File: config.mk
export PLATFORM = sky130hd
export DESIGN_NAME = tx_flow_arbiter
export DESIGN_NICKNAME = d
export VERILOG_FILES = /design/src/rtl/tx_flow_arbiter.sv
export SDC_FILE = /design/constraint.sdc
export NUM_CORES = 1
export LEC_CHECK = 0
export CORE_MARGIN = 5
export CORE_UTILIZATION = 40
export DETAILED_ROUTE_END_ITERATION = 16
export PLACE_DENSITY = 0.74
export REMOVE_ABC_BUFFERS = 1
export SETUP_SLACK_MARGIN = 0.15
export SLEW_MARGIN = 5
export SYNTH_ARGS = -nofsm -noshare
export SYNTH_HDL_FRONTEND = slang
export SYNTH_SLANG_ARGS = --single-unit
File: constraint.sdc
create_clock -name clk -period 6.1 [get_ports clk]
set_input_delay 1.22 -clock clk [delete_from_list [all_inputs] [get_ports clk]]
set_output_delay 1.22 -clock clk [all_outputs]
set_load 0.05 [all_outputs]
File: src/rtl/tx_flow_arbiter.sv
// Transmit-side arbiter: drains two source FIFOs round-robin into the downstream link FIFO
// under credit-based flow control, with a fixed two-clock pop-to-write pipeline.
module tx_flow_arbiter #(
   parameter int data_width   = 6,
   parameter int credit_width = 4
) (
   input  logic                    clk,
   input  logic                    reset,
   input  logic                    init,
   input  logic [credit_width-1:0] umbral_credit,
   input  logic [data_width-1:0]   D0_data,
   input  logic [data_width-1:0]   D1_data,
   input  logic                    empty_D0,
   input  logic                    empty_D1,
   input  logic                    pause,
   input  logic                    credit_return,
   output logic                    D0_pop,
   output logic                    D1_pop,
   output logic [data_width-1:0]   data_out,
   output logic                    wr_enable,
   output logic [credit_width-1:0] credits,
   output logic                    idle_out,
   output logic                    active_out,
   output logic                    error_out
);

   typedef enum logic [2:0] {
      ST_RESET,
      ST_INIT,
      ST_IDLE,
      ST_ACTIVE,
      ST_ERROR
   } state_t;

   localparam logic [credit_width-1:0] CREDIT_ONE = credit_width'(1);

   state_t                  state_reg, state_next;
   logic [credit_width-1:0] credits_reg, credits_next;
   logic [credit_width-1:0] limit_reg, limit_next;
   logic                    last_d0_reg, last_d0_next;
   logic                    stage_valid_reg;
   logic                    stage_src_reg;
   logic [data_width-1:0]   data_out_reg;
   logic                    wr_enable_reg;
   logic                    idle_reg, active_reg, error_reg;

   logic grant_d0, grant_d1, grant;
   logic overflow;
   logic live_next;

   // Round-robin grant; last_d0_reg == 0 means D1 was served last, so D0 wins after reset.
   always_comb begin
      grant_d0 = 1'b0;
      grant_d1 = 1'b0;
      if (state_reg == ST_ACTIVE && !pause && credits_reg != '0) begin
         if (!empty_D0 && !empty_D1) begin
            grant_d0 = !last_d0_reg;
            grant_d1 = last_d0_reg;
         end else begin
            grant_d0 = !empty_D0;
            grant_d1 = !empty_D1;
         end
      end
      grant = grant_d0 | grant_d1;
   end

   always_comb begin
      state_next   = state_reg;
      credits_next = credits_reg;
      limit_next   = limit_reg;
      last_d0_next = grant ? grant_d0 : last_d0_reg;
      overflow     = 1'b0;
      case (state_reg)
         ST_RESET: state_next = ST_INIT;
         ST_INIT: begin
            credits_next = umbral_credit;
            limit_next   = umbral_credit;
            if (init)
               state_next = (umbral_credit != '0) ? ST_IDLE : ST_ERROR;
         end
         ST_IDLE, ST_ACTIVE: begin
            if (grant && !credit_return) begin
               credits_next = credits_reg - CREDIT_ONE;
            end else if (credit_return && !grant) begin
               if (credits_reg == limit_reg)
                  overflow = 1'b1;
               else
                  credits_next = credits_reg + CREDIT_ONE;
            end
            if (overflow)
               state_next = ST_ERROR;
            else if (state_reg == ST_IDLE && !(empty_D0 && empty_D1))
               state_next = ST_ACTIVE;
            else if (state_reg == ST_ACTIVE && empty_D0 && empty_D1 && !stage_valid_reg)
               state_next = ST_IDLE;
         end
         default: state_next = ST_ERROR;
      endcase
      live_next = (state_next == ST_IDLE) || (state_next == ST_ACTIVE);
   end

   always_ff @(posedge clk) begin
      if (!reset) begin
         state_reg       <= ST_RESET;
         credits_reg     <= '0;
         limit_reg       <= '0;
         last_d0_reg     <= 1'b0;
         stage_valid_reg <= 1'b0;
         stage_src_reg   <= 1'b0;
         data_out_reg    <= '0;
         wr_enable_reg   <= 1'b0;
         idle_reg        <= 1'b0;
         active_reg      <= 1'b0;
         error_reg       <= 1'b0;
      end else begin
         state_reg       <= state_next;
         credits_reg     <= credits_next;
         limit_reg       <= limit_next;
         last_d0_reg     <= last_d0_next;
         stage_valid_reg <= grant;
         stage_src_reg   <= grant_d1;
         // A word in flight is dropped if this edge takes the block into ERROR.
         wr_enable_reg   <= stage_valid_reg && live_next;
         if (stage_valid_reg && live_next)
            data_out_reg <= stage_src_reg ? D1_data : D0_data;
         idle_reg        <= (state_next == ST_IDLE);
         active_reg      <= (state_next == ST_ACTIVE);
         error_reg       <= (state_next == ST_ERROR);
      end
   end

   assign D0_pop     = grant_d0;
   assign D1_pop     = grant_d1;
   assign data_out   = data_out_reg;
   assign wr_enable  = wr_enable_reg;
   assign credits    = credits_reg;
   assign idle_out   = idle_reg;
   assign active_out = active_reg;
   assign error_out  = error_reg;

endmodule

==> metrics.md, run 1 <==
| Metric | Value |
|---|---|
| Cell Rows | `21` |
| Slew at the pin closest to its max-slew limit | `706 ps` |
| H-tree levels | `1` |
| Hold Crit Endpoint | `limit_reg[3]` |
| DIE HEIGHT | `68.3 um` |
| Grt total ovfl | `0` |
| TritonCTS clock tree | `built` |
| Syn Area/Cell | `9.50 um2` |
| Hold_buf cts | `0` |
| Largest cells by area after synthesis | `dfxtp_1 35%, mux2i_1 5.9%, a211oi_2 3.7%` |
| CP max stage delay | `860 ps` |
| Initial DRT Pass Iterations | `4` |
| Fmax | `0.224 GHz` |
| Worst-skew pair later-pin latency | `310 ps` |
| Slowest stage cell, crit path | `clkdlybuf4s50_1` |
| CP Cell Sequence | `clkdlybuf4s50_1 -> nand4bb_4 -> or2_2 -> nor3_1 -> clkdlybuf4s50_1` |
| Crit Path Category | `in -> out` |
| IO Port Bufs | `38` |
| Total GRT Usage | `14.6%` |
| Antenna violations before repair | `0` |
| Pint | `0.292 mW` |
| Asr flop ratio synth | `0%` |
| Tmin final | `4470 ps` |
| Final nets | `204` |
| Arr. time, crit path | `3250 ps` |
| Final cell count without fillers | `223` |
| Register area share after synthesis | `35.4%` |
| CTS resizes | `0` |
| Fillers | `313` |
| Logic gate share of total power | `31.3%` |
| Worst hold path cell count | `2` |
| Synthesized area | `0.00136 mm2` |
| Gpl congestion | `0.825` |
| HP Start | `limit_reg[3]` |
| Peak fanout along the critical path | `5` |
| Flop pwr share | `42.3%` |
| LEAKAGE | `0.638 nW` |
| Bufs on Longest Clock Path | `2` |
| YS warnings | `0` |
| Root Buffer | `clkbuf_4` |
| Cell taking the most area after synthesis | `dfxtp_1` |
| Reg2reg end | `credits[3]` |
| Chip width | `68.3 um` |
| Vias | `1209` |
| R2R setup slack | `3180 ps` |
| Pwr per Cell Area | `242 mW/mm2` |
| Tcrit/Tclk final | `73.3%` |
| Die ar. | `0.00466 mm2` |
| R2r startpoint | `state_reg[1]` |
| Clk network pwr share | `26.4%` |
| EDFF count, synth | `0` |
| FF+latch count, synth | `24` |
| Final hold vios | `0` |
| DRC viols | `0` |
| Count of final setup violators | `0` |
| Layout cells sized above 1 | `15.3%` |
| Worst Path Required | `4880 ps` |
| Setup TNS | `0 ps` |
| Core ar. | `0.00331 mm2` |
| Crit path top cell by count | `clkdlybuf4s50_1` |
| Hpwl dp | `2.55 mm` |
| Synth-to-Final Area Change | `31.8%` |
| Routed WL | `3.25 mm` |
| Net Sw Frac | `32.6%` |
| Antenna viol nets, final | `0` |
| CTS clk-pin slew, worst paths | `130 ps` |
| Postcts setup bufs | `0` |
| IO Count | `39` |
| Starting Density | `41.0%` |
| List of most frequent post-synthesis cells | `24 x dfxtp_1, 12 x nand2_1, 10 x a21oi_1` |
| Global-route wire length before repair | `5.22 mm` |
| Iter 0 DRT Violations | `40` |
| Placed Cells | `219` |
| Top_reg_cell synth | `dfxtp_1` |
| Count leader, synth | `dfxtp_1` |
| R2r worst-path depth | `9` |
| Outcome | `complete, no violations` |
| Vias in the first global route | `1215` |
| Antenna diodes | `0` |
| RSZ-0062 raised after global routing | `no` |
| Largest net degree at the start of global routing | `21` |
| DR WL/cell | `14.6 um` |
| Worst hold path class | `reg -> reg` |
| Fin. max-slew vios | `0` |
| Max Clock Skew | `5.24 ps` |
| Worst rel slew slack | `52.9%` |
| Cts bufs inserted | `3` |
| Max cap viols | `0` |
| Peak VDD IR | `112 uV` |
| Vias per cell | `5.42` |
| Top-area cell type share of the netlist area | `35.4%` |
| Worst setup EP type | `output port` |
| Net switching power figure | `0.142 mW` |
| CTS sink cnt | `24` |
| Critical path startpoint category | `primary input` |
| Netlist cell types | `51` |
| Number of flip-flops in the largest register | `6` |
| Mapped Cells | `143` |
stage by stage:
step                worst slack, ps  util (%)  total power [mW]  cell area (um2)  hold WS (ps)
floorplan                      2030         -             0.276             1300           448
global placement               1660      52.5             0.317             1740           459
detailed placement             1640      52.5             0.323             1740           467
CTS                            1630      54.1             0.437             1790           486
global route                   1560      54.1             0.457             1790           506
finish                         1630      54.1             0.434             1790           484
final cells by class:
cell class / instances / area, um2 / area share [%]
tap: 46 / 57.6 / 3.21
clock inverter: 1 / 30.0 / 1.68
inverter: 6 / 22.5 / 1.26
sequential: 24 / 480 / 26.8
multi-input combinational: 105 / 797 / 44.5
clock buffer: 3 / 22.5 / 1.26
timing repair buffer: 38 / 380 / 21.2
cells in the final DEF, fill, tap and decap left out, types with 2 or more instances in the layout:
master	netlist	layout
a211oi_1	3	3
a211oi_2	4	4
a21oi_1	10	10
a31oi_1	2	2
and2_1	3	3
and2_2	2	2
and3_1	2	2
clkbuf_4	0	3
clkdlybuf4s50_1	0	38
dfxtp_1	24	24
ha_1	2	2
inv_1	6	6
mux2i_1	8	8
nand2_1	12	12
nand3_1	3	3
nor2_1	8	8
nor2_2	3	3
nor3_1	3	3
nor4_1	2	2
o21a_1	2	2
o21ai_0	4	4
or2_2	2	2
xor2_1	5	5
power by group through the flow:
stage          clock [mW]  sequential, mW  combinational, mW
2_1_floorplan           0           0.203             0.0735
3_3_place_gp            0           0.186              0.132
3_5_place_dp            0           0.187              0.136
4_1_cts             0.118           0.183              0.137
5_1_grt             0.125           0.185              0.147
6_report            0.115           0.183              0.136
how the worst max path moves through the flow:
stage / to / slack (ps) / start
floorplan: D0_pop / 2030 / pause
global placement: D0_pop / 1660 / pause
detailed placement: D0_pop / 1640 / pause
CTS: D0_pop / 1630 / pause
global route: D0_pop / 1560 / pause
finish: D0_pop / 1630 / pause
worst max-delay path, delay by kind of cell:
family,cells,cell delay (ps)
buf+inv,2,1260
simple gates,3,760
layer usage:
metal	vias up	track usage (%)	share of wire, %
li1	585	-	-
met1	569	15.4	40
met2	51	29.2	52
met3	4	2.63	7.3
met4	0	3.72	0.71
met5	-	0	0
cell families (layout without fill, tap and decap cells):
logic type	after synthesis	after routing	share of synthesized area (%)
compound gates	35	35	20.5
xor+xnor	5	5	3.22
fa+ha+maj	3	3	3.31
buf+inv	14	48	5.98
flops	24	24	35.4
mux	9	9	6.72
simple gates	53	53	24.9
(Power assumes the default switching activity.)
==> run 2, diff against run 1 <==
clock period = 4.28 ns   (was 6.1 ns; I/O delays follow)
==> metrics.md, run 2 (synthesized netlist as in run 1, its figures left out) <==
| Metric | Value |
|---|---|
| Critical path startpoint category | `primary input` |
| Iter 0 DRT Violations | `23 (-43%)` |
| IO Port Bufs | `38 (unchanged)` |
| Layout cells sized above 1 | `15.3% (unchanged)` |
| Logic gate share of total power | `31.1% (-0.2 points)` |
| Hold_buf cts | `0 (unchanged)` |
| Setup TNS | `0 ps (unchanged)` |
| IO Count | `39 (unchanged)` |
| Most common cell after layout, fill and taps aside | `clkdlybuf4s50_1` |
| Final hold vios | `0 (unchanged)` |
| CTS resizes | `0 (unchanged)` |
| Number of flip-flops in the largest register | `6 (unchanged)` |
| Arr. time, crit path | `2880 ps (-370 ps)` |
| CP Cell Sequence | `clkdlybuf4s50_1 -> nand4bb_4 -> or2_2 -> nor3_1 -> clkdlybuf4s50_1` |
| Tmin final | `3740 ps` |
| Final hold slack | `476 ps (-8.11 ps)` |
| Gpl congestion | `0.811 (-1.7%)` |
| Fmax | `0.268 GHz` |
| Vias in the first global route | `1160 (-4.5%)` |
| Total GRT Usage | `13.8% (-0.84 points)` |
| RSZ-0062 raised after global routing | `no` |
| Worst setup EP type | `output port` |
| Grt total ovfl | `0 (unchanged)` |
| Root Buffer | `clkbuf_4` |
| Fin. max-slew vios | `0 (unchanged)` |
| Vias per cell | `5.26 (-3.0%)` |
| Chip width | `68.3 um (unchanged)` |
| Worst hold path class | `reg -> reg` |
| Hpwl dp | `2.42 mm (-5.2%)` |
| Core ar. | `0.00331 mm2 (unchanged)` |
| Routed WL | `3.07 mm (-5.7%)` |
| Starting Density | `41.0% (unchanged)` |
| Synth-to-Final Area Change | `31.8% (unchanged)` |
| CTS clk-pin slew, worst paths | `130 ps (about the same)` |
| Antenna viol nets, final | `0 (unchanged)` |
| CTS sink cnt | `24 (unchanged)` |
| Worst-skew pair later-pin latency | `310 ps (about the same)` |
| Flop pwr share | `42.5% (+0.2 points)` |
| Power Total | `0.617 mW (+42%)` |
| Setup ws final | `542 ps (-1090 ps)` |
| Max cap viols | `0 (unchanged)` |
| Peak VDD IR | `184 uV (+64%)` |
| Pwr per Cell Area | `344 mW/mm2 (+42%)` |
| Placed Area | `0.00174 mm2 (unchanged)` |
| Clk network pwr share | `26.4% (about the same)` |
| Outcome | `complete, no violations` |
| DR WL/cell | `13.8 um (-5.7%)` |
| Worst rel slew slack | `55.0% (+2.1 points)` |
| Slowest stage cell, crit path | `clkdlybuf4s50_1` |
| Initial DRT Pass Iterations | `4 (unchanged)` |
| Count of final setup violators | `0 (unchanged)` |
| TritonCTS clock tree | `built` |
| Slew at the pin closest to its max-slew limit | `674 ps (-31.5 ps)` |
| Largest net degree at the start of global routing | `21 (unchanged)` |
| CP delay by family, top | `buffers and inverters` |
| Bufs on Longest Clock Path | `2 (unchanged)` |
| Pint | `0.417 mW (+42%)` |
| Post-place setup slack | `547 ps (-1090 ps)` |
| Most frequent cells in the layout | `38 x clkdlybuf4s50_1, 24 x dfxtp_1, 12 x nand2_1, 10 x a21oi_1` |
| Crit path buffers/inverters | `2 (unchanged)` |
| Peak fanout along the critical path | `5 (unchanged)` |
| Max Clock Skew | `0.949 ps (-4.29 ps)` |
| Postcts setup bufs | `0 (unchanged)` |
| Crit path top cell by count | `clkdlybuf4s50_1` |
| H-tree levels | `1 (unchanged)` |
| LEAKAGE | `0.638 nW (unchanged)` |
| Crit Path Category | `in -> out` |
| Net switching power figure | `0.200 mW (+41%)` |
| Antenna diodes | `0 (unchanged)` |
| DIE HEIGHT | `68.3 um (unchanged)` |
| CP max stage delay | `850 ps (about the same)` |
| Cell Rows | `21 (unchanged)` |
| Die ar. | `0.00466 mm2 (unchanged)` |
| Final nets | `204 (unchanged)` |
| Global-route wire length before repair | `4.93 mm (-5.6%)` |
| Antenna violations before repair | `0 (unchanged)` |
| DRC viols | `0 (unchanged)` |
| Worst Path Required | `3420 ps (-1460 ps)` |
| Vias | `1173 (-3.0%)` |
| Cts bufs inserted | `3 (unchanged)` |
| Tcrit/Tclk final | `87.3%` |
| Net Sw Frac | `32.4% (-0.18 points)` |
| Post-route cell area | `0.00179 mm2 (unchanged)` |
==> run 2: cell counts in the layout (fill, tap and decap cells not counted) <==
No cell type changed its count.
==> run 2: area by class of cell <==
| type | instances | area (um2) |
|---|---|---|
| Sequential cell | 24 | 480 |
| Tap cell | 46 | 57.6 |
| Clock buffer | 3 | 22.5 |
| Timing Repair Buffer | 38 | 380 |
| Inverter | 6 | 22.5 |
| Multi-Input combinational cell | 105 | 797 |
| Fill cell | 304 | 1520 |
| Clock inverter | 1 | 30.0 |
==> run 2: metal layers <==
metal  up-vias  GRT usage (%)  wire (um)
met5         -              0          0
met4         0           3.72         21
met3         4           3.61        249
met2        40           26.6       1470
met1       548           14.5       1330
li1        581              -          -
==> run 2: worst min-delay path: stages (launching register included) <==
cell and delay (ps):
dfxtp_1 340, nand2_1 50, a21oi_1 50
==> run 2: worst paths after layout <==
| check | end | cells after the start | startpoint | slack, ps |
|---|---|---|---|---|
| hold / removal | limit_reg[0] | 2 | limit_reg[0] | 480 |
| setup / recovery | D0_pop | 5 | pause | 540 |
| setup reg to reg | credits[3] | 9 | state_reg[1] | 1430 |
| hold reg to reg | limit_reg[0] | 2 | limit_reg[0] | 480 |
==> run 2: stage by stage <==
step                      cells  utilization [%]
after floorplan             135                -
after global placement      219             52.5
after detailed placement    219             52.5
after CTS                   223             54.1
after global routing        223             54.1
final                       223             54.1
==> run 2: power by group through the flow <==
stage	combinational (mW)	sequential, mW	clock (mW)
floorplan	0.105	0.289	0
global placement	0.188	0.265	0
detailed placement	0.192	0.267	0
CTS	0.193	0.262	0.167
global route	0.209	0.264	0.176
finish	0.192	0.262	0.163
==> run 3, diff against run 2 <==
CORE_MARGIN = not set   (was 5)
==> metrics.md, run 3 (synthesized netlist as in run 1, its figures left out) <==
| Metric | Value |
|---|---|
| Gpl congestion | `0.839 (+3.5%)` |
| Routed WL | `3.04 mm (-0.98%)` |
| Antenna diodes | `0 (unchanged)` |
| Core ar. | `0.00313 mm2 (-5.5%)` |
| Hpwl dp | `2.44 mm (+0.95%)` |
| Net Sw Frac | `34.5% (+2.0 points)` |
| HP Start | `limit_reg[2]` |
| Logic gate share of total power | `34.0% (+2.9 points)` |
| Critical path startpoint category | `primary input` |
| Initial DRT Pass Iterations | `4 (unchanged)` |
| Hold_buf cts | `0 (unchanged)` |
| RSZ-0062 raised after global routing | `no` |
| Worst rel slew slack | `55.7% (+0.74 points)` |
| Postcts setup bufs | `0 (unchanged)` |
| IO Port Bufs | `38 (unchanged)` |
| Peak fanout along the critical path | `5 (unchanged)` |
| Worst Path Required | `3420 ps (about the same)` |
| TritonCTS clock tree | `built` |
| Post-place setup slack | `539 ps (-8.64 ps)` |
| H-tree levels | `1 (unchanged)` |
| Global-route wire length before repair | `4.99 mm (+1.1%)` |
| DRC viols | `0 (unchanged)` |
| Max Clock Skew | `7.65 ps (+6.70 ps)` |
| Tcrit/Tclk final | `87.3% (about the same)` |
| Flop pwr share | `45.6% (+3.1 points)` |
| Bufs on Longest Clock Path | `2 (unchanged)` |
| Synth-to-Final Area Change | `30.4%` |
| Peak VDD IR | `175 uV (-5.0%)` |
| Die ar. | `0.00363 mm2 (-22%)` |
| CTS resizes | `0 (unchanged)` |
| Cell Rows | `20 (-4.8%)` |
| Tmin final | `3740 ps (-1.60 ps)` |
| Vias in the first global route | `1157 (-0.26%)` |
| Clk network pwr share | `20.4% (-6.0 points)` |
| Count of final setup violators | `0 (unchanged)` |
| Grt total ovfl | `0 (unchanged)` |
| Vias | `1171 (-0.17%)` |
| CTS clk-pin slew, worst paths | `130 ps (about the same)` |
| Largest net degree at the start of global routing | `21 (unchanged)` |
| Final core utilization | `56.6% (+2.6 points)` |
| Chip width | `60.3 um (-12%)` |
| Antenna violations before repair | `0 (unchanged)` |
| Layout cells sized above 1 | `15.3% (unchanged)` |
| Crit path launch | `pause` |
| Setup TNS | `0 ps (unchanged)` |
| CTS sink cnt | `24 (unchanged)` |
| Antenna viol nets, final | `0 (unchanged)` |
| Arr. time, crit path | `2880 ps (about the same)` |
| Final hold vios | `0 (unchanged)` |
| DIE HEIGHT | `60.3 um (-12%)` |
| Outcome | `complete, no violations` |
| Pwr per Cell Area | `322 mW/mm2 (-6.5%)` |
| Worst-skew pair later-pin latency | `310 ps (about the same)` |
| DR WL/cell | `13.8 um (about the same)` |
| Vias per cell | `5.30 (+0.73%)` |
| R2r startpoint | `state_reg[1]` |
| Total GRT Usage | `18.1% (+4.3 points)` |
| Root Buffer | `clkbuf_4` |
| Most frequent cells in the layout | `38 x clkdlybuf4s50_1, 24 x dfxtp_1, 12 x nand2_1, 10 x a21oi_1` |
| Number of flip-flops in the largest register | `6 (unchanged)` |
| LEAKAGE | `0.631 nW (-1.1%)` |
| Most common cell after layout, fill and taps aside | `clkdlybuf4s50_1` |
| Fin. max-slew vios | `0 (unchanged)` |
| Fmax | `0.268 GHz (about the same)` |
| IO Count | `39 (unchanged)` |
| Worst setup EP type | `output port` |
| Iter 0 DRT Violations | `34 (+48%)` |
| Crit Path Category | `in -> out` |
| Cts bufs inserted | `3 (unchanged)` |
| Starting Density | `43.4% (+2.4 points)` |
| Final nets | `204 (unchanged)` |
| Setup ws final | `543 ps (+1.60 ps)` |
| Pint | `0.374 mW (-10%)` |
| Slew at the pin closest to its max-slew limit | `664 ps (-10.3 ps)` |
| Net switching power figure | `0.197 mW (-1.6%)` |
| Max cap viols | `0 (unchanged)` |
| Worst hold path class | `reg -> reg` |
## run 3: cell count changes in the layout (fill, tap and decap cells not counted), sizes merged
cell    previous run  this run
bufinv             1         0
clkbuf             3         4
## run 3: layer usage
| metal | track usage [%] | share of wire, % | vias to the layer above |
|---|---|---|---|
| met5 | 0 | 0 | - |
| met4 | 3.99 | 0.26 | 0 |
| met3 | 2.38 | 6.2 | 2 |
| met2 | 35.2 | 53 | 47 |
| met1 | 20.5 | 40 | 544 |
| li1 | - | - | 578 |
## run 3: power groups by stage
stage                     Clock, mW  Combinational (mW)  Sequential [mW]
after floorplan                   0               0.105            0.289
after global placement            0               0.188            0.265
after detailed placement          0               0.194            0.266
after CTS                     0.123               0.196            0.261
after global routing          0.132               0.210            0.264
final                         0.116               0.194            0.260
## run 3: final cells by class
class / instances / area [um2]
Sequential cell: 24 / 480
Tap cell: 44 / 55.1
Fill cell: 284 / 1360
Timing Repair Buffer: 38 / 380
Clock buffer: 4 / 36.3
Multi-Input combinational cell: 105 / 797
Inverter: 6 / 22.5
## run 3: worst max-delay path, stage by stage
cell and delay [ps]:
clkdlybuf4s50_1 420, nand4bb_4 250, or2_2 320, nor3_1 190
clkdlybuf4s50_1 840
## run 3: per-stage QoR
| stage | power (mW) | hold WS [ps] | cell area [um2] | std cells |
|---|---|---|---|---|
| floorplan | 0.394 | 448 | 1300 | 135 |
| global placement | 0.453 | 458 | 1740 | 217 |
| CTS | 0.580 | 482 | 1770 | 221 |
| detailed placement | 0.460 | 463 | 1740 | 217 |
| global route | 0.606 | 513 | 1770 | 221 |
| finish | 0.571 | 476 | 1770 | 221 |
## run 3: worst paths after layout
check | endpoint | slack [ps] | cells past startpoint
max | D0_pop | 540 | 5
min | limit_reg[2] | 480 | 2
max reg2reg | credits[3] | 1350 | 9
min reg2reg | limit_reg[2] | 480 | 2
